<file path="config.mk">
export PLATFORM = sky130hd
export DESIGN_NAME = sd_spi_phy_flat
export DESIGN_NICKNAME = d
export VERILOG_FILES = /design/src/rtl/sd_pkg.sv /design/src/rtl/sd_spi_phy_if.sv /design/src/rtl/sd_spi_clkgen.sv /design/src/rtl/sd_spi_phy.sv /design/src/flat_wrapper.sv
export SDC_FILE = /design/constraint.sdc
export NUM_CORES = 1
export LEC_CHECK = 0
export ABC_CLOCK_PERIOD_IN_PS = 2100
export CAP_MARGIN = 0
export CORE_MARGIN = 2
export CORE_UTILIZATION = 34
export CTS_BUF_LIST = sky130_fd_sc_hd__clkbuf_4
export CTS_CLUSTER_SIZE = 10
export DETAILED_ROUTE_END_ITERATION = 12
export HOLD_SLACK_MARGIN = 0.15
export PLACE_DENSITY = 0.56
export SYNTH_ARGS = -nofsm -noshare
export SYNTH_HDL_FRONTEND = slang
export SYNTH_SLANG_ARGS = --single-unit
</file>
<file path="constraint.sdc">
create_clock -name clk -period 2.1 [get_ports clk]
set_input_delay 0.21 -clock clk [delete_from_list [all_inputs] [get_ports clk]]
set_output_delay 0.21 -clock clk [all_outputs]
set_load 0.03 [all_outputs]
</file>
<file path="src/rtl/sd_pkg.sv">
// Shared SD/SPI types, defaults and helpers.
package sd_pkg;

  localparam int unsigned SD_DIV_SLOW = 63;
  localparam int unsigned SD_DIV_FAST = 1;
  localparam int unsigned SD_CNT_W    = 6;
  localparam int unsigned SD_WORD_W   = 32;
  localparam int unsigned SD_BITCNT_W = 6;

  typedef enum logic [1:0] {
    ST_IDLE     = 2'd0,
    ST_SHIFT_LO = 2'd1,
    ST_SHIFT_HI = 2'd2,
    ST_DONE     = 2'd3
  } sd_spi_state_e;

  typedef enum logic [1:0] {
    SD_LEN_1B = 2'd0,
    SD_LEN_2B = 2'd1,
    SD_LEN_3B = 2'd2,
    SD_LEN_4B = 2'd3
  } sd_len_e;

  // Bit count for a len code: 8 * (len + 1).
  function automatic logic [SD_BITCNT_W-1:0] sd_len_bits(input logic [1:0] len);
    logic [SD_BITCNT_W-1:0] w_bits;
    w_bits = {1'b0, len, 3'b000} + SD_BITCNT_W'(8);
    return w_bits;
  endfunction

endpackage

</file>
<file path="src/rtl/sd_spi_phy_if.sv">
// Word port from the SD controller plus the SPI pins toward the card.
interface sd_spi_phy_if;
  import sd_pkg::*;

  logic                 begin_req;
  logic [SD_WORD_W-1:0] mosi_word;
  logic [1:0]           len;
  logic                 fast_mode;
  logic                 cs_assert;
  logic                 busy;
  logic [SD_WORD_W-1:0] miso_word;
  logic                 sck;
  logic                 cs_n;
  logic                 mosi;
  logic                 miso;

  // Controller side (also drives the card's miso line in loopback setups).
  modport master (
    output begin_req, mosi_word, len, fast_mode, cs_assert, miso,
    input  busy, miso_word, sck, cs_n, mosi
  );

  // PHY side.
  modport slave (
    input  begin_req, mosi_word, len, fast_mode, cs_assert, miso,
    output busy, miso_word, sck, cs_n, mosi
  );

endinterface

</file>
<file path="src/rtl/sd_spi_clkgen.sv">
// Half-period counter: strobes at the end of each SCK half-period.
module sd_spi_clkgen #(
  parameter int unsigned CNT_W = 6
) (
  input  logic             clk,
  input  logic             rst_n,
  input  logic             i_en,
  input  logic             i_phase_hi,
  input  logic [CNT_W-1:0] i_div,
  output logic             o_rise_c,
  output logic             o_fall_c
);

  logic [CNT_W-1:0] r_cnt;
  logic             w_tick;

  assign w_tick   = i_en && (r_cnt == (i_div - CNT_W'(1)));
  assign o_rise_c = w_tick && !i_phase_hi;
  assign o_fall_c = w_tick &&  i_phase_hi;

  // Count 0..D-1, reload at every SCK edge and while disabled.
  always_ff @(posedge clk) begin
    if (!rst_n) begin
      r_cnt <= '0;
    end else if (!i_en || w_tick) begin
      r_cnt <= '0;
    end else begin
      r_cnt <= r_cnt + CNT_W'(1);
    end
  end

endmodule

</file>
<file path="src/rtl/sd_spi_phy.sv">
// Byte-serial SPI mode-0 master serving the SD controller's word port.
module sd_spi_phy
  import sd_pkg::*;
#(
  parameter int unsigned DIV_SLOW = SD_DIV_SLOW,
  parameter int unsigned DIV_FAST = SD_DIV_FAST,
  parameter int unsigned CNT_W    = SD_CNT_W
) (
  input  logic         clk,
  input  logic         rst_n,
  sd_spi_phy_if.slave  bus
);

  sd_spi_state_e          r_state;
  sd_spi_state_e          w_state_nxt;

  logic                   r_busy,      w_busy_nxt;
  logic                   r_sck,       w_sck_nxt;
  logic                   r_cs_n,      w_cs_n_nxt;
  logic                   r_mosi,      w_mosi_nxt;
  logic [SD_WORD_W-1:0]   r_miso_word, w_miso_word_nxt;
  logic [SD_WORD_W-1:0]   r_tx,        w_tx_nxt;
  logic [SD_WORD_W-1:0]   r_rx,        w_rx_nxt;
  logic [SD_BITCNT_W-1:0] r_bitcnt,    w_bitcnt_nxt;
  logic [CNT_W-1:0]       r_div,       w_div_nxt;

  logic                   w_rise;
  logic                   w_fall;
  logic                   w_shift_en;
  logic                   w_last_bit;
  logic [SD_WORD_W-1:0]   w_tx_load;

  // Left-align the request so the first bit to send is always tx[31].
  assign w_tx_load  = bus.mosi_word << {~bus.len, 3'b000};
  assign w_shift_en = (r_state == ST_SHIFT_LO) || (r_state == ST_SHIFT_HI);
  assign w_last_bit = (r_bitcnt == SD_BITCNT_W'(1));

  sd_spi_clkgen #(
    .CNT_W (CNT_W)
  ) u_clkgen (
    .clk        (clk),
    .rst_n      (rst_n),
    .i_en       (w_shift_en),
    .i_phase_hi (r_state == ST_SHIFT_HI),
    .i_div      (r_div),
    .o_rise_c   (w_rise),
    .o_fall_c   (w_fall)
  );

  // State register.
  always_ff @(posedge clk) begin
    if (!rst_n) begin
      r_state <= ST_IDLE;
    end else begin
      r_state <= w_state_nxt;
    end
  end

  // Next-state logic.
  always_comb begin
    w_state_nxt = r_state;
    case (r_state)
      ST_IDLE:     if (bus.begin_req) w_state_nxt = ST_SHIFT_LO;
      ST_SHIFT_LO: if (w_rise)        w_state_nxt = ST_SHIFT_HI;
      ST_SHIFT_HI: if (w_fall)        w_state_nxt = w_last_bit ? ST_DONE : ST_SHIFT_LO;
      ST_DONE:                        w_state_nxt = ST_IDLE;
      default:                        w_state_nxt = ST_IDLE;
    endcase
  end

  // Output/datapath next values; every register holds unless updated below.
  always_comb begin
    w_busy_nxt      = r_busy;
    w_sck_nxt       = r_sck;
    w_cs_n_nxt      = r_cs_n;
    w_mosi_nxt      = r_mosi;
    w_miso_word_nxt = r_miso_word;
    w_tx_nxt        = r_tx;
    w_rx_nxt        = r_rx;
    w_bitcnt_nxt    = r_bitcnt;
    w_div_nxt       = r_div;
    case (r_state)
      ST_IDLE: begin
        w_cs_n_nxt = ~bus.cs_assert;
        if (bus.begin_req) begin
          w_busy_nxt   = 1'b1;
          w_sck_nxt    = 1'b0;
          w_tx_nxt     = w_tx_load;
          w_mosi_nxt   = w_tx_load[SD_WORD_W-1];
          w_rx_nxt     = '0;
          w_bitcnt_nxt = sd_len_bits(bus.len);
          w_div_nxt    = bus.fast_mode ? CNT_W'(DIV_FAST) : CNT_W'(DIV_SLOW);
        end
      end
      ST_SHIFT_LO: begin
        if (w_rise) begin
          w_sck_nxt = 1'b1;
          w_rx_nxt  = {r_rx[SD_WORD_W-2:0], bus.miso};
        end
      end
      ST_SHIFT_HI: begin
        if (w_fall) begin
          w_sck_nxt    = 1'b0;
          w_bitcnt_nxt = r_bitcnt - SD_BITCNT_W'(1);
          if (w_last_bit) begin
            w_busy_nxt      = 1'b0;
            w_mosi_nxt      = 1'b1;
            w_miso_word_nxt = r_rx;
          end else begin
            w_tx_nxt   = {r_tx[SD_WORD_W-2:0], 1'b0};
            w_mosi_nxt = r_tx[SD_WORD_W-2];
          end
        end
      end
      default: begin
      end
    endcase
  end

  // Output/datapath registers; reset abandons any transfer in flight.
  always_ff @(posedge clk) begin
    if (!rst_n) begin
      r_busy      <= 1'b0;
      r_sck       <= 1'b0;
      r_cs_n      <= 1'b1;
      r_mosi      <= 1'b1;
      r_miso_word <= '0;
      r_tx        <= '0;
      r_rx        <= '0;
      r_bitcnt    <= '0;
      r_div       <= CNT_W'(DIV_SLOW);
    end else begin
      r_busy      <= w_busy_nxt;
      r_sck       <= w_sck_nxt;
      r_cs_n      <= w_cs_n_nxt;
      r_mosi      <= w_mosi_nxt;
      r_miso_word <= w_miso_word_nxt;
      r_tx        <= w_tx_nxt;
      r_rx        <= w_rx_nxt;
      r_bitcnt    <= w_bitcnt_nxt;
      r_div       <= w_div_nxt;
    end
  end

  assign bus.busy      = r_busy;
  assign bus.sck       = r_sck;
  assign bus.cs_n      = r_cs_n;
  assign bus.mosi      = r_mosi;
  assign bus.miso_word = r_miso_word;

endmodule
</file>
<file path="src/flat_wrapper.sv">
// flat-port wrapper written by rule: the top's interface ports become plain ports
module sd_spi_phy_flat import sd_pkg::*;
#(
  parameter int unsigned DIV_SLOW = SD_DIV_SLOW,
  parameter int unsigned DIV_FAST = SD_DIV_FAST,
  parameter int unsigned CNT_W    = SD_CNT_W
)
  (clk, rst_n, bus_begin_req, bus_mosi_word, bus_len, bus_fast_mode, bus_cs_assert, bus_miso, bus_busy, bus_miso_word, bus_sck, bus_cs_n, bus_mosi);
  sd_spi_phy_if bus_i ();
  input  logic clk;
  input  logic rst_n;
  input wire logic [$bits(bus_i.begin_req)-1:0] bus_begin_req;
  input wire logic [$bits(bus_i.mosi_word)-1:0] bus_mosi_word;
  input wire logic [$bits(bus_i.len)-1:0] bus_len;
  input wire logic [$bits(bus_i.fast_mode)-1:0] bus_fast_mode;
  input wire logic [$bits(bus_i.cs_assert)-1:0] bus_cs_assert;
  input wire logic [$bits(bus_i.miso)-1:0] bus_miso;
  output wire logic [$bits(bus_i.busy)-1:0] bus_busy;
  output wire logic [$bits(bus_i.miso_word)-1:0] bus_miso_word;
  output wire logic [$bits(bus_i.sck)-1:0] bus_sck;
  output wire logic [$bits(bus_i.cs_n)-1:0] bus_cs_n;
  output wire logic [$bits(bus_i.mosi)-1:0] bus_mosi;
  assign bus_i.begin_req = bus_begin_req;
  assign bus_i.mosi_word = bus_mosi_word;
  assign bus_i.len = bus_len;
  assign bus_i.fast_mode = bus_fast_mode;
  assign bus_i.cs_assert = bus_cs_assert;
  assign bus_i.miso = bus_miso;
  assign bus_busy = bus_i.busy;
  assign bus_miso_word = bus_i.miso_word;
  assign bus_sck = bus_i.sck;
  assign bus_cs_n = bus_i.cs_n;
  assign bus_mosi = bus_i.mosi;
  sd_spi_phy #(.DIV_SLOW(DIV_SLOW), .DIV_FAST(DIV_FAST), .CNT_W(CNT_W)) u_core (.clk(clk), .rst_n(rst_n), .bus(bus_i));
endmodule
</file>
==> metrics.yaml <==
critPathMaxStageDelay_ns: 0.56
synth_fa_ha_area_share_pct: 1.88
syn_inst: 578
cts.sinks: 114
numPortBuffers: 75
min_period_ns: 2.02
worstPathMaxFanout: 15
htree_levels: 4
grt_pass1_wl_um: 22100
antenna_left: 0
wire_per_inst_um: 15.4
worstSetupPathType: "reg2reg"
slew_violations: 0
synth_warnings: 0
power.leakage_uw: 0.00243
drtPass1Iterations: 4
wl_um: 13400
finalInstanceArea_sq_um: 6640
power_uw: 5700
grt_max_degree: 38
globalplace.congestion: 0.835
drc_errors: 0
synth_top_family_by_area: "compound AO/OA/AOI/OAI gates"
outcome: "finished clean"
rsz0062_at_grt: "yes"
rows: 45
clkLatencyLatePin_ns: 0.53
syn_area_sq_um: 5190
synth_compound_area_share_pct: 27.7
dieArea_sq_um: 16300
first_global_vias: 4538
cp.required_ns: 2.50
ir_drop_v: 0.000472
clk_path_buf_depth: 2
yosys-top-cells-area: "dfxtp_1 (44%), nand2_1 (8.2%), a21oi_1 (6.4%), a22o_1 (5.7%), mux2i_1 (4.6%)"
seq_area_frac_synth_pct: 44.0
syn_area_per_cell_sq_um: 8.97
final_cell_mix: "dfxtp_1 (114), nand2_1 (112), clkdlybuf4s50_1 (75), a21oi_1 (66), buf_4 (35)"
synth_xor_area_share_pct: 0.844
vias_per_cell: 5.30
max-slew-margin-rel_pct: 64.3
hold_viol: 0
grt-ovfl-total: 0
nNetsFinal: 718
yosysTopAreaCell: "dfxtp_1"
tritoncts: "done"
path_cells: "or4_4 -> o211a_4 -> a21oi_4 -> nor2_2 -> buf_12 -> o221a_2"
die_w_um: 128
synth_simple_gate_area_share_pct: 15.9
core_sq_um: 15000
start_util_pct: 34.5
synth_cell_type_count: 61
crit_path_end_kind: "register"
area_growth_pct: 28.1
setup_violations: 0
slowest_stage: "or4_4"
ys.flop_type: "dfxtp_1"
pre_cts_slack_ns: 0.0586
place_hpwl_um: 9530
worst-slew-pin-transition_ns: 0.530
min_path_type: "in2reg"
critPathBufInv: 1
die_h_um: 128
num_vias: 4629
setup-tns-final_ns: 0
drt_iter0_markers: 295
synth_top_area_share_pct: 44.0
min_period_over_period_pct: 96.3
critPathLaunchType: "register"
antenna_found_initial: 1
grt_usage_pct: 16.9
drive_gt1_share_pct: 14.8
critPathTopFamily: "compound AO/OA/AOI/OAI gates"
syn-num-nets: 625
io-pin-count: 76
hold_buffers: 0
muxShareOfSynthArea_pct: 5.07
skew_ns: 0.0271
async_reset_ff_share_pct: 0
clk_pin_slew_ns: 0.13
place_area_sq_um: 6390
power.density_nw_per_um2: 857
final_common_cell: "dfxtp_1"
ys_seq_elements: 114
setup_ws_ns: 0.0778
synth_edf_count: 0
finalHoldWorstSlack_ns: 0.288
numCtsBuffers: 17
drv_cap: 0
worstPathArrival_ns: 2.43
fmax_mhz: 495
cts_root_buf: "clkbuf_4"
-- cell families after synthesis --
group	count (synthesis)
adder cells (fa/ha/maj)	8
flip-flops	114
AND/OR/NAND/NOR	180
multiplexers	26
XOR/XNOR	5
buffers and inverters	54
AO/OA/AOI/OAI	191
-- routing by layer --
layer	track usage [%]	vias to the layer above	part of all wire (%)
met3	4.10	12	3.8
met5	0	-	0
met2	28.3	99	48
li1	-	2312	-
met4	6.46	0	1.0
met1	21.1	2206	47
-- path summary, 6_finish.rpt --
path | cells after the start | end | start | slack [ns]
worst max-delay path | 6 | u_core.r_tx[2] | u_core.r_bitcnt[3] | 0.08
worst min-delay path | 2 | u_core.r_div[4] | bus_fast_mode | 0.29
worst max register to register | 6 | u_core.r_tx[2] | u_core.r_bitcnt[3] | 0.08
worst min register to register | 2 | u_core.bus.miso_word[14] | u_core.bus.miso_word[14] | 0.46
-- sequential cells by signal (all words and copies together), names as in the netlist --
register               cells
u_core.bus.busy            1
u_core.bus.miso_word      32
u_core.u_clkgen.r_cnt      6
u_core.bus.sck             1
u_core.r_rx               32
u_core.r_state             2
u_core.bus.cs_n            1
u_core.r_tx               31
u_core.bus.mosi            1
u_core.r_bitcnt            6
u_core.r_div               1
-- worst reg2reg max path, stage by stage, from the launching register on --
cell     delay [ns]
dfxtp_1        0.35
or4_4          0.56
o211a_4        0.30
a21oi_4        0.20
nor2_2         0.07
buf_12         0.15
o221a_2        0.27
-- stage by stage --
stage | instances | util, %
2_1_floorplan | 578 | -
3_3_place_gp | 839 | 42.5
3_5_place_dp | 839 | 42.5
4_1_cts | 871 | 44.0
5_1_grt | 873 | 44.2
6_report | 873 | 44.2
-- power by group --
part / total (uW) / switching, uW / internal, uW
combinational: 1830 / 1000 / 829
sequential: 2510 / 143 / 2370
clock: 1350 / 878 / 473
-- cells in the mapped netlist (3+ instances only) --
cell type  count
dfxtp_1      114
nand2_1      113
a21oi_1       66
a22o_1        34
clkbuf_1      24
mux2i_1       24
nor2_1        21
buf_2         15
inv_1         10
o211ai_1      10
o221a_1       10
a31oi_1        8
nand2b_1       8
nand3_1        8
nor3_1         8
o221ai_1       8
a21o_1         7
a221o_1        7
ha_1           7
o21ai_0        7
a32oi_1        6
o221a_2        5
nor2b_1        4
o22ai_1        4
xnor2_1        3
-- final cells by class --
type | count | area, sq um
Clock buffer | 18 | 135
Timing Repair Buffer | 117 | 1150
Fill cell | 1446 | 8390
Inverter | 11 | 41.3
Multi-Input combinational cell | 410 | 2700
Tap cell | 188 | 235
Clock inverter | 14 | 92.6
Antenna cell | 1 | 2.50
Sequential cell | 114 | 2280
-- what timing repair did --
item,4_1_cts,5_1_grt
setup endpoints to repair,0,47
resized for setup,0,4
setup buffers,0,1
Note: power is estimated with default switching activity, not from simulation.
